`src/rtl/mmio_pkg.sv`:
```
// Shared constants for the memory-mapped GPIO bank: register offsets,
// the per-channel address stride and the default window base.
package mmio_pkg;

    localparam logic [1:0]  OFF_OUT      = 2'd0;
    localparam logic [1:0]  OFF_IN       = 2'd1;
    localparam logic [1:0]  OFF_EDGE     = 2'd2;
    localparam logic [1:0]  OFF_MASK     = 2'd3;

    localparam int          CH_STRIDE    = 16;
    localparam logic [31:0] DEFAULT_BASE = 32'h1001_0000;

    // Byte size of the address window occupied by numCh channels.
    function automatic logic [31:0] windowBytes(input int numCh);
        return 32'(CH_STRIDE * numCh);
    endfunction

endpackage

```
`src/rtl/mmio_port_channel.sv`:
```
// One GPIO channel: latched output, two-flop input synchroniser and, when
// MMIO_EDGE_IRQ_EN is defined, sticky rising-edge flags with an interrupt mask.
module mmio_port_channel
    import mmio_pkg::*;
#(
    parameter int PORT_WIDTH = 8
) (
    input  logic                  clk,
    input  logic                  reset,
    input  logic                  wrOut,
    input  logic                  wrEdge,
    input  logic                  wrMask,
    input  logic [PORT_WIDTH-1:0] wrData,
    input  logic [PORT_WIDTH-1:0] pinIn,
    output logic [PORT_WIDTH-1:0] outVal,
    output logic [PORT_WIDTH-1:0] inVal,
    output logic [PORT_WIDTH-1:0] edgeVal,
    output logic [PORT_WIDTH-1:0] maskVal,
    output logic                  irq
);

    logic [PORT_WIDTH-1:0] outReg;
    logic [PORT_WIDTH-1:0] syncS1;
    logic [PORT_WIDTH-1:0] syncS2;

    always_ff @(posedge clk or negedge reset) begin
        if (!reset) begin
            outReg <= '0;
            syncS1 <= '0;
            syncS2 <= '0;
        end else begin
            syncS1 <= pinIn;
            syncS2 <= syncS1;
            if (wrOut) begin
                outReg <= wrData;
            end
        end
    end

    assign outVal = outReg;
    assign inVal  = syncS2;

`ifdef MMIO_EDGE_IRQ_EN
    logic [PORT_WIDTH-1:0] prevS2;
    logic [PORT_WIDTH-1:0] edgeReg;
    logic [PORT_WIDTH-1:0] maskReg;
    logic [PORT_WIDTH-1:0] riseBits;
    logic [PORT_WIDTH-1:0] clearBits;

    assign riseBits  = syncS2 & ~prevS2;
    assign clearBits = wrEdge ? wrData : '0;

    // A rise arriving in the same cycle as a write-1-to-clear keeps its flag.
    always_ff @(posedge clk or negedge reset) begin
        if (!reset) begin
            prevS2  <= '0;
            edgeReg <= '0;
            maskReg <= '0;
        end else begin
            prevS2  <= syncS2;
            edgeReg <= (edgeReg & ~clearBits) | riseBits;
            if (wrMask) begin
                maskReg <= wrData;
            end
        end
    end

    assign edgeVal = edgeReg;
    assign maskVal = maskReg;
    assign irq     = |(edgeReg & maskReg);
`else
    logic unusedCfg;

    assign edgeVal   = '0;
    assign maskVal   = '0;
    assign irq       = 1'b0;
    assign unusedCfg = &{1'b0, wrEdge, wrMask};
`endif

endmodule

```
`src/rtl/mmio_port_bank.sv`:
```
// Memory-mapped GPIO bank beside DataMemory: address decode, read mux and
// interrupt OR over NUM_CH channels. Edge/IRQ logic gated by MMIO_EDGE_IRQ_EN.
module mmio_port_bank
    import mmio_pkg::*;
#(
    parameter int          NUM_CH     = 2,
    parameter int          PORT_WIDTH = 8,
    parameter logic [31:0] BASE_ADDR  = DEFAULT_BASE
) (
    input  logic                         clk,
    input  logic                         reset,
    input  logic [31:0]                  Address,
    input  logic [31:0]                  WriteData,
    input  logic                         MemWrite,
    input  logic                         MemRead,
    output logic [31:0]                  ReadData,
    output logic                         Hit,
    input  logic [NUM_CH*PORT_WIDTH-1:0] PortIn,
    output logic [NUM_CH*PORT_WIDTH-1:0] PortOut,
    output logic                         Irq
);

    localparam logic [31:0] WINDOW = windowBytes(NUM_CH);

    logic [31:0]           offset;
    logic [3:0]            chSel;
    logic [1:0]            regSel;
    logic                  writeHit;
    logic [PORT_WIDTH-1:0] outVal  [NUM_CH];
    logic [PORT_WIDTH-1:0] inVal   [NUM_CH];
    logic [PORT_WIDTH-1:0] edgeVal [NUM_CH];
    logic [PORT_WIDTH-1:0] maskVal [NUM_CH];
    logic [NUM_CH-1:0]     chIrq;
    logic [PORT_WIDTH-1:0] regVal;
    logic                  unusedBits;

    // Subtracting the base keeps the decode correct for any aligned window size.
    assign offset   = Address - BASE_ADDR;
    assign Hit      = offset < WINDOW;
    assign chSel    = offset[7:4];
    assign regSel   = offset[3:2];
    assign writeHit = MemWrite & Hit;

    generate
        for (genvar k = 0; k < NUM_CH; k++) begin : gCh
            logic chWr;

            assign chWr = writeHit && (chSel == 4'(k));

            mmio_port_channel #(
                .PORT_WIDTH (PORT_WIDTH)
            ) uChannel (
                .clk     (clk),
                .reset   (reset),
                .wrOut   (chWr && (regSel == OFF_OUT)),
                .wrEdge  (chWr && (regSel == OFF_EDGE)),
                .wrMask  (chWr && (regSel == OFF_MASK)),
                .wrData  (WriteData[PORT_WIDTH-1:0]),
                .pinIn   (PortIn[k*PORT_WIDTH +: PORT_WIDTH]),
                .outVal  (outVal[k]),
                .inVal   (inVal[k]),
                .edgeVal (edgeVal[k]),
                .maskVal (maskVal[k]),
                .irq     (chIrq[k])
            );

            assign PortOut[k*PORT_WIDTH +: PORT_WIDTH] = outVal[k];
        end
    endgenerate

    always_comb begin
        regVal = '0;
        for (int k = 0; k < NUM_CH; k++) begin
            if (chSel == 4'(k)) begin
                case (regSel)
                    OFF_OUT:  regVal = outVal[k];
                    OFF_IN:   regVal = inVal[k];
                    OFF_EDGE: regVal = edgeVal[k];
                    default:  regVal = maskVal[k];
                endcase
            end
        end
    end

    assign ReadData = Hit ? 32'(regVal) : 32'd0;
    assign Irq      = |chIrq;

    // MemRead only exists for bus compatibility; reads are always live on Hit.
    assign unusedBits = &{1'b0, MemRead, WriteData, offset};

endmodule

```
`config.mk`:
```
export PLATFORM = sky130hd
export DESIGN_NAME = mmio_port_bank
export DESIGN_NICKNAME = d
export VERILOG_FILES = /design/src/rtl/mmio_pkg.sv /design/src/rtl/mmio_port_channel.sv /design/src/rtl/mmio_port_bank.sv
export SDC_FILE = /design/constraint.sdc
export NUM_CORES = 1
export LEC_CHECK = 0
export CAP_MARGIN = 20
export CORE_MARGIN = 5
export CORE_UTILIZATION = 30
export DETAILED_ROUTE_END_ITERATION = 10
export GPL_TIMING_DRIVEN = 0
export MAX_ROUTING_LAYER = met4
export PLACE_DENSITY = 0.72
export SLEW_MARGIN = 0
export SYNTH_ARGS = -nofsm -noshare
export SYNTH_HDL_FRONTEND = slang
export SYNTH_SLANG_ARGS = --single-unit
```
`constraint.sdc`:
```
create_clock -name clk -period 1.5 [get_ports clk]
set_input_delay 0.225 -clock clk [delete_from_list [all_inputs] [get_ports clk]]
set_output_delay 0.225 -clock clk [all_outputs]
set_load 0.02 [all_outputs]
```
==> impl_metrics.py, run 1 <==
metrics = {
    "status": {
        "status": "finished with violations",
        "violations": "setup timing",
    },
    "setup_path": {
        "startpoint_type": "primary input",
        "criticalPathCategory": "primary input to output port",
        "required_ps": 1270,
        "critPathMaxFanout": 5,
        "crit_path_end_kind": "output port",
        "arrival_ps": 1670,
    },
    "pwr": {
        "cellLeakagePower_nw": 1.58,
        "ir_worst_vdd_uv": 655,
        "switching_share_pct": 23.2,
        "intPower_mw": 1.85,
        "switchingPower_uw": 560,
        "pwr-share-clk_pct": 29.3,
        "powerDensity_nw_per_um2": 725,
        "power_mw": 2.41,
        "pwr-share-seq_pct": 55.9,
        "combPwrFrac_pct": 14.9,
    },
    "yosys": {
        "synthArstFlopShare_pct": 100,
        "synth_commonest_cells": "dfrtp_1 (48), buf_4 (25), mux2_2 (24), nor2_1 (10), a222oi_1 (8)",
        "netlist_instances": 141,
        "yosysSeqAreaShare_pct": 59.9,
        "synth_area_leaders": "dfrtp_1 (60%), mux2_2 (13%), buf_4 (9.4%), a222oi_1 (4.0%), nor2_1 (1.9%)",
        "synth_ff_type": "dfrtp_1",
        "yosys_warnings": 0,
        "synth_edf_count": 0,
        "yosys_register_bits": 48,
        "syn_area_per_cell_um2": 14.2,
        "syn-cell-area_um2": 2010,
        "synth_most_common_cell": "dfrtp_1",
        "yosys.area.top_type_share_pct": 59.9,
        "ys_types": 28,
        "netlist.top_cell.by_area": "dfrtp_1",
    },
    "placed_design": {
        "dpl_cell_area_um2": 3050,
        "dp_worst_setup_slack_ps": -1520,
        "dp_hpwl_mm": 3.79,
        "io_buffer_count": 80,
        "gp_congestion": 0.710,
        "dp_cells": 323,
    },
    "routing": {
        "drc": 0,
        "wl_per_cell_um": 15.3,
        "vias_per_cell": 4.44,
        "drt-total-wl_mm": 5.26,
        "drtIter0Drc": 65,
        "vias": 1524,
        "ant_nets": 0,
        "firstDrtPassIters": 5,
    },
    "layout": {
        "nets": 350,
        "syn_to_final_growth_pct": 65.6,
        "post-route-util_pct": 51.7,
        "fin_cells": 343,
        "diodes": 0,
        "layout-drive-gt1-share_pct": 43.6,
        "fillers": 575,
        "stdcell_area_um2": 3320,
    },
    "run": {
        "drv_cap": 0,
    },
    "floorplan": {
        "start_util_pct": 31.2,
        "die_w_um": 91.8,
        "row_count": 29,
        "dieArea_um2": 8420,
        "core_region_area_um2": 6420,
        "fp.dieH_um": 91.8,
        "ios": 134,
    },
    "sta": {
        "period_minus_slack_ps": 1890,
        "whs_ps": 351,
        "max_freq_mhz": 529,
        "final.setup.tns_ps": -7800,
        "finalSetupViolCount": 25,
        "hold_violations": 0,
        "skew_ps": 1.93,
        "setup_slack_ps": -392,
        "period_share_pct": 126,
        "rsz0062_at_grt": "true",
        "slew_violations": 0,
    },
    "global_routing": {
        "antenna_found_initial": 0,
        "grtUsageTotal_pct": 13.0,
        "grt_max_degree": 32,
        "grt_overflow": 0,
        "grt_pass1_vias": 1601,
        "grt_pass1_wl_mm": 8.20,
    },
    "cts": {
        "clkLatencyLatePin_ps": 290,
        "cts_tree": "done",
        "numClockSinks": 48,
        "cts_buffer_depth": 2,
        "numCtsBuffers": 5,
        "root_buffer": "clkbuf_8",
        "htreeDepth": 2,
        "clk_pin_slew_ps": 80,
    },
    "min_path": {
        "hp-class": "flop to flop",
    },
}
-- power by group through the flow --
| stage | combinational (mW) | sequential, mW | clock, mW |
|---|---|---|---|
| 6_report | 0.358 | 1.34 | 0.704 |
| 4_1_cts | 0.353 | 1.35 | 0.739 |
| 3_5_place_dp | 0.348 | 1.37 | 0 |
| 3_3_place_gp | 0.339 | 1.37 | 0 |
| 5_1_grt | 0.388 | 1.35 | 0.797 |
| 2_1_floorplan | 0.151 | 1.37 | 0 |
-- routing by layer --
| metal | routed length, µm | GRT usage, % |
|---|---|---|
| met1 | 2090 | 15.5 |
| met2 | 2590 | 21.1 |
| met3 | 548 | 4.42 |
| met4 | 35 | 3.34 |
| met5 | 0 | - |
-- critical path, cell delays in order --
cell and delay, ps:
buf_6 90, or4_4 570, nor3b_4 240, buf_6 150
a222oi_1 100, nor2_2 140, buf_6 130
-- flip-flops by register name, summed over array words and instances, names as in the netlist --
| signal | count |
|---|---|
| gCh.uChannel.syncS1 | 16 |
| gCh.uChannel.inVal | 16 |
| gCh.uChannel.outVal | 16 |
-- placed cells by master, fill, tap and decap left out, types with 2 or more instances in the layout --
master           instances
a222oi_1                 8
buf_2                    4
buf_4                   31
buf_6                   20
clkbuf_8                 5
clkdlybuf4s15_1          3
clkdlybuf4s50_1         28
conb_1                  25
dfrtp_1                 48
dlygate4sd2_1           30
mux2_2                  23
nor2_2                   9
nor3_1                   2
nor4_2                   2
nor4b_4                  2
o2111ai_4                2
o21ai_4                  2
-- logic make-up (layout without fill, tap and decap cells) --
kind of cell | after synthesis | count (layout) | share of synthesized area (%)
compound gates | 14 | 15 | 7.61
buf+inv | 28 | 128 | 9.92
flops | 48 | 48 | 59.9
mux | 24 | 24 | 13.5
other cells | 1 | 25 | 0.187
simple gates | 26 | 26 | 8.92
-- repair_timing --
| action | 4_1_cts | 5_1_grt |
|---|---|---|
| endpoints found under the hold margin | 17 | 0 |
| gates cloned | 1 | 0 |
| hold buffers | 1 | 0 |
| gates resized for setup | 147 | 7 |
| buffers inserted | 11 | 1 |
| setup endpoints to repair | 41 | 25 |
| pin swaps | 30 | 9 |
-- final cells by class --
| type | instances | area (µm²) | share of cell area, % |
|---|---|---|---|
| buffer | 26 | 193 | 5.80 |
| multi-input combinational | 90 | 842 | 25.3 |
| tap | 77 | 96.3 | 2.90 |
| clock inverter | 2 | 12.5 | 0.377 |
| inverter | 1 | 3.75 | 0.113 |
| clock buffer | 5 | 68.8 | 2.07 |
| timing repair buffer | 94 | 905 | 27.2 |
| sequential | 48 | 1200 | 36.2 |
-- final timing paths --
kind	from	end	slack, ps	depth (start not counted)
worst max-delay path	Address[6]	ReadData[4]	-390	7
worst min-delay path	gCh[1].uChannel.syncS1[3]	gCh[1].uChannel.inVal[3]	350	0
worst max register to register	gCh[1].uChannel.outVal[3]	gCh[1].uChannel.outVal[3]	720	1
worst min register to register	gCh[1].uChannel.syncS1[3]	gCh[1].uChannel.inVal[3]	350	0
max in group asynchronous	reset	gCh[0].uChannel.inVal[0]	620	3
min in group asynchronous	reset	gCh[1].uChannel.outVal[1]	390	2
Note: power is estimated with default switching activity, not from simulation.
==> run 2, diff against run 1 <==
Settings changed: ABC_AREA set to 0, GPL_ROUTABILITY_DRIVEN set to 0.
==> results of run 2 <==
Final layout, timing and power as in run 1 (identical DEF).
